## src/rtl/piso_tx8_if.sv

```systemverilog
// Load handshake and serial output bundle of the piso_tx8 transmitter.
// master = word source / serial sink side, slave = transmitter.
interface piso_tx8_if #(
   parameter int W = 8
);
   logic [W-1:0] d;
   logic         load;
   logic         ready;
   logic         sout;
   logic         sout_valid;
   logic         done;

   modport master (
      output d, load,
      input  ready, sout, sout_valid, done
   );

   modport slave (
      input  d, load,
      output ready, sout, sout_valid, done
   );
endinterface

```

## src/rtl/piso_tx8.sv

```systemverilog
// Parallel-in/serial-out transmitter: first bit one cycle after accept, W bits (+parity), done pulse after.
// Load is a valid/ready handshake; words offered while busy are ignored. Optional parity: PISO_TX8_PARITY_EN.
module piso_tx8 #(
   parameter int W         = 8,
   parameter bit MSB_FIRST = 1'b1
) (
   input  logic      clk,
   input  logic      rst,
   piso_tx8_if.slave bus
);

   localparam int          CW   = (W > 2) ? $clog2(W) : 1;
   localparam logic [CW-1:0] LAST = CW'(W - 1);

`ifdef PISO_TX8_PARITY_EN
   typedef enum logic [1:0] {IDLE, SHIFT, PARITY, DONE} state_t;
`else
   typedef enum logic [1:0] {IDLE, SHIFT, DONE} state_t;
`endif

   state_t          state_q, state_d;
   logic [W-1:0]    sr_q, sr_d, sr_shift;
   logic [CW-1:0]   cnt_q, cnt_d;
   logic            ready_q, ready_d;
   logic            sout_q, sout_d;
   logic            valid_q, valid_d;
   logic            done_q, done_d;
   logic            accept;
`ifdef PISO_TX8_PARITY_EN
   logic            par_q, par_d;
`endif

   function automatic logic head(input logic [W-1:0] x);
      return MSB_FIRST ? x[W-1] : x[0];
   endfunction

   assign accept   = bus.load & ready_q;
   assign sr_shift = MSB_FIRST ? {sr_q[W-2:0], 1'b0} : {1'b0, sr_q[W-1:1]};

   // Outputs are computed one cycle ahead so every port comes straight off a flop.
   always_comb begin
      state_d = state_q;
      sr_d    = sr_q;
      cnt_d   = cnt_q;
      ready_d = 1'b0;
      sout_d  = 1'b0;
      valid_d = 1'b0;
      done_d  = 1'b0;
`ifdef PISO_TX8_PARITY_EN
      par_d   = par_q;
`endif
      case (state_q)
         IDLE, DONE: begin
            if (accept) begin
               state_d = SHIFT;
               sr_d    = bus.d;
               cnt_d   = '0;
               sout_d  = head(bus.d);
               valid_d = 1'b1;
`ifdef PISO_TX8_PARITY_EN
               par_d   = ^bus.d;
`endif
            end else begin
               state_d = IDLE;
               ready_d = 1'b1;
            end
         end
         SHIFT: begin
            sr_d = sr_shift;
            if (cnt_q == LAST) begin
               cnt_d = '0;
`ifdef PISO_TX8_PARITY_EN
               state_d = PARITY;
               sout_d  = par_q;
               valid_d = 1'b1;
`else
               state_d = DONE;
               done_d  = 1'b1;
               ready_d = 1'b1;
`endif
            end else begin
               cnt_d   = cnt_q + CW'(1);
               sout_d  = head(sr_shift);
               valid_d = 1'b1;
            end
         end
`ifdef PISO_TX8_PARITY_EN
         PARITY: begin
            state_d = DONE;
            done_d  = 1'b1;
            ready_d = 1'b1;
         end
`endif
         default: begin
            state_d = IDLE;
            ready_d = 1'b1;
         end
      endcase
   end

   always_ff @(posedge clk) begin
      if (rst) begin
         state_q <= IDLE;
         sr_q    <= '0;
         cnt_q   <= '0;
         ready_q <= 1'b1;
         sout_q  <= 1'b0;
         valid_q <= 1'b0;
         done_q  <= 1'b0;
`ifdef PISO_TX8_PARITY_EN
         par_q   <= 1'b0;
`endif
      end else begin
         state_q <= state_d;
         sr_q    <= sr_d;
         cnt_q   <= cnt_d;
         ready_q <= ready_d;
         sout_q  <= sout_d;
         valid_q <= valid_d;
         done_q  <= done_d;
`ifdef PISO_TX8_PARITY_EN
         par_q   <= par_d;
`endif
      end
   end

   assign bus.ready      = ready_q;
   assign bus.sout       = sout_q;
   assign bus.sout_valid = valid_q;
   assign bus.done       = done_q;

endmodule

```

## src/flat_wrapper.sv

```systemverilog
// flat-port wrapper written by rule: the top's interface ports become plain ports
module piso_tx8_flat 
#(
   parameter int W         = 8,
   parameter bit MSB_FIRST = 1'b1
)
  (clk, rst, bus_d, bus_load, bus_ready, bus_sout, bus_sout_valid, bus_done);
  piso_tx8_if #(.W(W)) bus_i ();
  input  logic clk;
  input  logic rst;
  input wire logic [$bits(bus_i.d)-1:0] bus_d;
  input wire logic [$bits(bus_i.load)-1:0] bus_load;
  output wire logic [$bits(bus_i.ready)-1:0] bus_ready;
  output wire logic [$bits(bus_i.sout)-1:0] bus_sout;
  output wire logic [$bits(bus_i.sout_valid)-1:0] bus_sout_valid;
  output wire logic [$bits(bus_i.done)-1:0] bus_done;
  assign bus_i.d = bus_d;
  assign bus_i.load = bus_load;
  assign bus_ready = bus_i.ready;
  assign bus_sout = bus_i.sout;
  assign bus_sout_valid = bus_i.sout_valid;
  assign bus_done = bus_i.done;
  piso_tx8 #(.W(W), .MSB_FIRST(MSB_FIRST)) u_core (.clk(clk), .rst(rst), .bus(bus_i));
endmodule
```

## config.mk

```make
export PLATFORM = sky130hd
export DESIGN_NAME = piso_tx8_flat
export DESIGN_NICKNAME = d
export VERILOG_FILES = /design/src/rtl/piso_tx8_if.sv /design/src/rtl/piso_tx8.sv /design/src/flat_wrapper.sv
export SDC_FILE = /design/constraint.sdc
export NUM_CORES = 1
export LEC_CHECK = 0
export CAP_MARGIN = 30
export CORE_MARGIN = 2
export CORE_UTILIZATION = 51
export CTS_CLUSTER_SIZE = 24
export DETAILED_ROUTE_END_ITERATION = 8
export PLACE_DENSITY = 0.8
export SLEW_MARGIN = 20
export SYNTH_ARGS = -nofsm -noshare
export SYNTH_HDL_FRONTEND = slang
export SYNTH_SLANG_ARGS = --single-unit
```

## constraint.sdc

```tcl
create_clock -name clk -period 2.1 [get_ports clk]
set_input_delay 0.525 -clock clk [delete_from_list [all_inputs] [get_ports clk]]
set_output_delay 0.525 -clock clk [all_outputs]
set_load 0.01 [all_outputs]
```

==> impl_metrics.tcl, run 1 <==
set metrics [dict create \
    maxCapViolCount 0 \
    instances_no_fill 100 \
    grt_max_degree 20 \
    fin_crit_sh_pct 80.84 \
    place_ws_ns 0.2474 \
    slew_headroom_pct 56.21 \
    grt_overflow 0 \
    slew_violations 0 \
    area_growth_pct 21.13 \
    die_width_um 40.70 \
    status "completed" \
    antenna_found_initial 0 \
    cts_resized 0 \
    rr_worst_depth 3 \
    drc 0 \
    cpMaxStageDelayCell "clkdlybuf4s50_1" \
    tns_ns 0 \
    whs_ns 0.4772 \
    hold_depth 2 \
    synthCells 73 \
    required_ns 1.57 \
    wirelength_um 1216 \
    power_density_nw_per_um2 779.5 \
    grt_pass1_vias 436 \
    reg2reg_from "u_core.state_q[1]" \
    cts_sinks 16 \
    place.gp.congestion 0.6371 \
    finalSetupViolCount 0 \
    via_per_inst 5.380 \
    rsz0062_at_grt "false" \
    ys.flop_type "dfxtp_1" \
    nNetsFinal 100 \
    critPathLaunchType "register" \
    critPathMaxStageDelay_ns 0.54 \
    antenna_left 0 \
    cts_buffer_depth 2 \
    clkTransAtPathRegs_ns 0.09 \
    synth_top_cell_by_area "dfxtp_1" \
    fp.coreArea_um2 1285 \
    synth.most_common_cell "dfxtp_1" \
    syn_area_um2 686.9 \
    worstSetupEndpointType "primary output" \
    postSynthAreaPerCell_um2 9.410 \
    syn-num-nets 87 \
    num_vias 538 \
    arrival_ns 1.17 \
    setup_ws_ns 0.4024 \
    ctsHoldBuffers 0 \
    boundaryPins 15 \
    dpl.hpwl_um 856.4 \
    peakVddDrop_v 0.0004036 \
    diodes 0 \
    die_h_um 40.70 \
    async_flop_share_pct 0 \
    grt_usage_pct 18.32 \
    ys_warn_count 0 \
    final_layout_size_suffix_gt1_share_pct 5.882 \
    tightest_slew_ns 0.6568 \
    drt_first_pass_iters 4 \
    port_buffers 14 \
    path_cells "clkdlybuf4s50_1" \
    cts_buffers 3 \
    cts_tree "done" \
    post_cts_buffers 0 \
    synth_top_area_share_pct 46.63 \
    path_buf_inv 1 \
    synth_cell_type_count 23 \
    r2r-end "u_core.sr_q[6]" \
    ys_seq_elements 16 \
    synth.area.top_cells "dfxtp_1 (47%), nand2_1 (7.1%), a311oi_1 (6.4%), ha_1 (5.5%), nor2_1 (5.5%)" \
    min_period_ns 1.698 \
    crit_type "reg -> out" \
    ff2ff_setup_slack_ns 0.66 \
    start_util_pct 53.46 \
    cts_max_level 1 \
    skew_ns 0.0005650 \
    hold_start "u_core.sr_q[0]" \
    path_delay_family "buffers and inverters" \
    grt_pass1_wl_um 1883 \
    whs_endpoint "u_core.sr_q[0]" \
    cts_root_buffer "clkbuf_4" \
    placed_cells 96 \
    synth-edff-count 0 \
    worstSkewPairLatency_ns 0.28 \
    hp-class "reg -> reg" \
    drt-initial-drc-count 10 \
    std_cell_rows 13 \
    synthTopCellsByCount "dfxtp_1 (16), nand2_1 (13), nor2_1 (10), a311oi_1 (5)" \
    ys_seq_area_share_pct 46.63 \
    routedWlPerCell_um 12.16 \
    crit_fanout 3 \
    leakage_nw 0.3229 \
    dieArea_um2 1656 \
    hold_violations 0 \
    timing.fmax_mhz 589.1 \
]
## worst max-delay path by stage
stage                                 from  depth (start not counted)  slack (ns)              end
after floorplan            u_core.cnt_q[0]                          5        0.87  u_core.bus.sout
after global placement            bus_load                          4        0.29   u_core.sr_q[2]
after detailed placement          bus_load                          4        0.25   u_core.sr_q[6]
after CTS                 u_core.bus.ready                          1        0.38        bus_ready
after global routing      u_core.bus.ready                          1        0.32        bus_ready
final                     u_core.bus.ready                          1        0.40        bus_ready
## logic make-up after synthesis
family                     synth area share (%)
adders and majority gates                 5.465
DFF                                       46.63
and+or+nand+nor                           24.41
buffers and inverters                     7.285
AOI/OAI and AO/OA                         16.21
## where the power goes
| part | switching, W | total [W] | internal (W) |
|---|---|---|---|
| Combinational | 0.0000511 | 0.000104 | 0.0000524 |
| Clock | 0.0000964 | 0.000202 | 0.000106 |
| Sequential | 0.0000151 | 0.000343 | 0.000328 |
| Total | 0.000163 | 0.000649 | 0.000486 |
## placed cells by master, fill, tap and decap left out, drive strengths merged
cell,netlist,routed
nor4b,1,1
a22oi,1,1
ha,3,3
a311oi,6,6
a21oi,2,2
nor4bb,1,1
a31oi,2,2
nor2,10,10
clkbuf,0,4
nand2b,1,1
nand2,13,13
o21a,1,1
dfxtp,16,16
nor3b,3,3
and3b,1,1
nand3b,2,2
a211oi,1,1
o21bai,1,1
nand3,2,2
clkdlybuf4s50,0,14
## cell type report
| cell class | count | area, µm² |
|---|---|---|
| Timing Repair Buffer | 14 | 140.1 |
| Tap cell | 15 | 18.77 |
| Multi-Input combinational cell | 51 | 316.6 |
| Sequential cell | 16 | 320.3 |
| Clock buffer | 4 | 36.28 |
| Fill cell | 114 | 452.9 |
## sequential cells by signal (all words and copies together) (netlist names)
signal	count
u_core.bus.done	1
u_core.bus.ready	1
u_core.bus.sout	1
u_core.bus.sout_valid	1
u_core.cnt_q	3
u_core.sr_q	7
u_core.state_q	2
## metrics by stage
stage	area [µm²]	util, %	total power [W]
final	832.0	64.75	0.0006486
after global routing	832.0	64.75	0.0006833
after CTS	832.0	64.75	0.0006584
after detailed placement	795.8	61.93	0.0004541
after global placement	795.8	61.93	0.0004512
after floorplan	686.9	-	0.0004263
## layer usage
layer  GRT usage (%)  up-vias  share of wire, %
li1                -      281                 -
met1           24.08      242                51
met2           24.60       11                42
met3           3.261        4               3.7
met4           17.50        0               3.3
met5               0        -                 0
Note: power is estimated with default switching activity, not from simulation.
==> inputs of run 2 (changes only) <==
- CORE_UTILIZATION: 51 -> 47
- PLACE_DENSITY: 0.8 -> 0.75
- clock period: 2.1 -> 1.7 ns (I/O delays scaled with it)
==> run 2 against run 1 <==
Compared with the run above:
- non-clock buffer count grew 4
- critical endpoint unchanged
- clock-buffer cell count is the same
- die area grew 7.7%
- worst hold slack gained 0.0070 ns
- flip-flop and latch count is the same
- largest cell class unchanged
- register-to-register slack lost 0.39 ns
==> impl_metrics.tcl, run 2 (synthesis results as in run 1) <==
set metrics [dict create \
    hp-class "reg -> reg" \
    top_regs "u_core.sr_q (7), u_core.cnt_q (3), u_core.state_q (2)" \
    port_buffers 14 \
    num_vias 566 \
    slew_headroom_pct 58.02 \
    antenna_found_initial 0 \
    path_delay_family "buffers and inverters" \
    ff2ff_setup_slack_ns 0.27 \
    critPathLaunchType "register" \
    whs_ns 0.4842 \
    worstSkewPairLatency_ns 0.28 \
    nNetsFinal 104 \
    peakVddDrop_v 0.0005695 \
    std_cell_rows 13 \
    tightest_slew_ns 0.6296 \
    grt_overflow 0 \
    skew_ns 0.002566 \
    largest-register "u_core.sr_q" \
    clkTransAtPathRegs_ns 0.09 \
    via_per_inst 5.442 \
    grt_usage_pct 17.22 \
    area_growth_pct 25.50 \
    min_period_ns 1.605 \
    start_util_pct 51.50 \
    drt_first_pass_iters 2 \
    leakage_nw 0.3413 \
    cts_max_level 1 \
    cts_tree "done" \
    crit_type "reg -> out" \
    crit_fanout 3 \
    cts_root_buffer "clkbuf_4" \
    finalSetupViolCount 0 \
    timing.fmax_mhz 623.2 \
    largest_reg_flops 7 \
    cts_resized 0 \
    required_ns 1.27 \
    rsz0062_at_grt "false" \
    post_cts_buffers 0 \
    power_density_nw_per_um2 944.7 \
    die_h_um 42.23 \
    drt-initial-drc-count 3 \
    final_common_cell "dfxtp_1" \
    grt_max_degree 19 \
    cpMaxStageDelayCell "clkdlybuf4s50_1" \
    ctsHoldBuffers 0 \
    fillers 119 \
    fp.coreArea_um2 1334 \
    grt_pass1_wl_um 2394 \
    place.gp.congestion 0.6889 \
    most-common-layout-cells "dfxtp_1 (16), clkdlybuf4s50_1 (14), nand2_1 (13), nor2_1 (10), a311oi_1 (5)" \
    final_layout_size_suffix_gt1_share_pct 10.11 \
    path_cells "clkdlybuf4s50_1" \
    worstSetupEndpointType "primary output" \
    antenna_left 0 \
    path_buf_inv 1 \
    critPathMaxStageDelay_ns 0.54 \
    dieArea_um2 1783 \
    maxCapViolCount 0 \
    cts_buffer_depth 2 \
    status "completed" \
    arrival_ns 1.18 \
    diodes 0 \
    fin_crit_sh_pct 94.39 \
    wirelength_um 1365 \
    grt_pass1_vias 568 \
    hold_violations 0 \
    drc 0 \
    boundaryPins 15 \
    routedWlPerCell_um 13.13 \
    cts_sinks 16 \
    slew_violations 0 \
    fin_util_pct 64.63 \
    dpl.hpwl_um 966.5 \
    die_width_um 42.23 \
    cts_buffers 3 \
]
run 2: cell types whose count changed in the layout (fill, tap and decap cells not counted), sizes merged:
cell	change
buf	+4
run 2: power by group:
group	switching [W]	leakage [nW]	internal [W]
Clock	0.000117	0.0210	0.000130
Combinational	0.0000678	0.189	0.0000749
Sequential	0.0000197	0.131	0.000405
run 2: path summary, 6_finish.rpt:
check / start / end / cells after the start
min reg2reg: u_core.sr_q[0] / u_core.sr_q[0] / 2
max: u_core.bus.ready / bus_ready / 1
min: u_core.sr_q[0] / u_core.sr_q[0] / 2
max reg2reg: u_core.state_q[1] / u_core.sr_q[6] / 3
run 2: per-stage QoR:
stage	total power, W	std cells	TNS (ns)	instance area (µm²)	setup slack (ns)
2_1_floorplan	0.0005266	73	0	686.9	0.4674
3_3_place_gp	0.0005704	100	0	825.8	0.001727
3_5_place_dp	0.0005755	100	-0.1295	825.8	-0.03896
4_1_cts	0.0008173	104	0	862.1	0.07777
5_1_grt	0.0008547	104	0	862.1	0.04630
6_report	0.0008144	104	0	862.1	0.09545
run 2: layout make-up:
| type | instances | area, µm² | share of cell area (%) |
|---|---|---|---|
| repair buffers | 18 | 170.2 | 19.74 |
| flip-flops and latches | 16 | 320.3 | 37.16 |
| well taps | 15 | 18.77 | 2.177 |
| multi-input cells | 51 | 316.6 | 36.72 |
| clock buffers | 4 | 36.28 | 4.209 |
run 2: routing by layer:
layer  GRT usage, %  part of all wire (%)  routed length [µm]  vias up
li1               -                     -                   -      293
met1          21.93                    49                 674      259
met2          28.31                    46                 629       12
met3          3.017                   3.7                  50        2
met4          7.500                  0.81                  11        0
met5              0                     0                   0        -
==> inputs of run 3 (changes only) <==
- CORE_UTILIZATION: 47 -> 23
- PLACE_DENSITY: 0.75 -> 0.43
==> run 3 against run 2 <==
Compared with the run above:
- the flow now finishes with violations (DRC)
- sequential power is essentially flat
- clock-buffer cell count shrank 1
- worst hold slack lost 0.0043 ns
- largest cell class unchanged
==> impl_metrics.tcl, run 3 (synthesis results as in run 1) <==
set metrics [dict create \
    slew_headroom_pct 83.50 \
    place_ws_ns 0.07836 \
    worstSkewPairLatency_ns 0.28 \
    drt_first_pass_iters 6 \
    nNetsFinal 104 \
    drt-initial-drc-count 13 \
    power.total_w 0.0007622 \
    top_regs "u_core.sr_q (7), u_core.cnt_q (3), u_core.state_q (2)" \
    timing.fmax_mhz 625.4 \
    largest-register "u_core.sr_q" \
    wirelength_um 1417 \
    drc 2 \
    setup_ws_ns 0.1009 \
    crit_fanout 3 \
    critPathLaunchType "register" \
    finalSetupViolCount 0 \
    place.gp.congestion 0.6200 \
    std_cell_rows 19 \
    violations "DRC" \
    grt_usage_pct 9.220 \
    antenna_left 0 \
    cts_root_buffer "clkbuf_4" \
    worstSetupEndpointType "primary output" \
    cts_tree "done" \
    grt_pass1_wl_um 2297 \
    num_vias 549 \
    cts_sinks 16 \
    power_density_nw_per_um2 877.7 \
    largest_reg_flops 7 \
    status "finished with violations" \
    leakage_nw 0.3346 \
    skew_ns 0.004807 \
    post_cts_buffers 0 \
    tns_ns 0 \
    min_period_ns 1.599 \
    cts_buffer_depth 2 \
    placed_cells 116 \
    final_common_cell "dfxtp_1" \
    crit_type "reg -> out" \
    whs_ns 0.4798 \
    grt_overflow 0 \
    cts_max_level 1 \
    diodes 0 \
    required_ns 1.27 \
    cts_resized 0 \
    cpMaxStageDelayCell "clkdlybuf4s50_1" \
    ctsHoldBuffers 0 \
    grt_pass1_vias 493 \
    cts_buffers 3 \
    routedWlPerCell_um 11.91 \
    fin_crit_sh_pct 94.06 \
    die_h_um 58.65 \
    fp.coreArea_um2 2805 \
    die_width_um 58.65 \
    path_buf_inv 1 \
    peakVddDrop_v 0.0003134 \
    dpl.hpwl_um 922.5 \
    final_layout_size_suffix_gt1_share_pct 9.091 \
    start_util_pct 24.49 \
    most-common-layout-cells "dfxtp_1 (16), clkdlybuf4s50_1 (14), nand2_1 (13), nor2_1 (10), a311oi_1 (5)" \
    clkTransAtPathRegs_ns 0.09 \
    antenna_found_initial 0 \
    hp-class "reg -> reg" \
    port_buffers 14 \
    rsz0062_at_grt "false" \
    grt_max_degree 19 \
    tightest_slew_ns 0.2441 \
    maxCapViolCount 0 \
    dieArea_um2 3440 \
    via_per_inst 4.613 \
    area_growth_pct 26.41 \
    hold_violations 0 \
    instances_no_fill 119 \
    path_cells "clkdlybuf4s50_1" \
    critPathMaxStageDelay_ns 0.54 \
    slew_violations 0 \
    boundaryPins 15 \
    path_delay_family "buffers and inverters" \
    arrival_ns 1.17 \
]
run 3: final cells by class:
type / instances / area [µm²]
clock buffers: 3 / 22.52
fillers: 306 / 1937
multi-input cells: 51 / 316.6
flip-flops and latches: 16 / 320.3
well taps: 31 / 38.79
repair buffers: 18 / 170.2
run 3: metrics by stage:
| step | util (%) | area (µm²) |
|---|---|---|
| final | 30.95 | 868.3 |
| after global routing | 30.95 | 868.3 |
| after CTS | 30.95 | 868.3 |
| after detailed placement | 30.15 | 845.8 |
| after global placement | 30.15 | 845.8 |
| after floorplan | - | 686.9 |
run 3: power breakdown:
group	internal (W)	total (W)	switching, W
sequential	0.000405	0.000423	0.0000178
clock	0.0000820	0.000196	0.000114
combinational	0.0000753	0.000143	0.0000681
run 3: per-layer routing:
layer / track usage (%) / share of wire [%] / vias up
li1: - / - / 290
met1: 13.34 / 55 / 245
met2: 11.08 / 39 / 12
met3: 2.857 / 3.9 / 2
met4: 6.818 / 1.9 / 0
met5: 0 / 0 / -
run 3: path summary, 6_finish.rpt:
check	from	to	slack (ns)	cells past startpoint
setup / recovery	u_core.bus.ready	bus_ready	0.10	1
hold / removal	u_core.sr_q[0]	u_core.sr_q[0]	0.48	2
setup reg to reg	u_core.cnt_q[0]	u_core.bus.sout	0.35	5
hold reg to reg	u_core.sr_q[0]	u_core.sr_q[0]	0.48	2
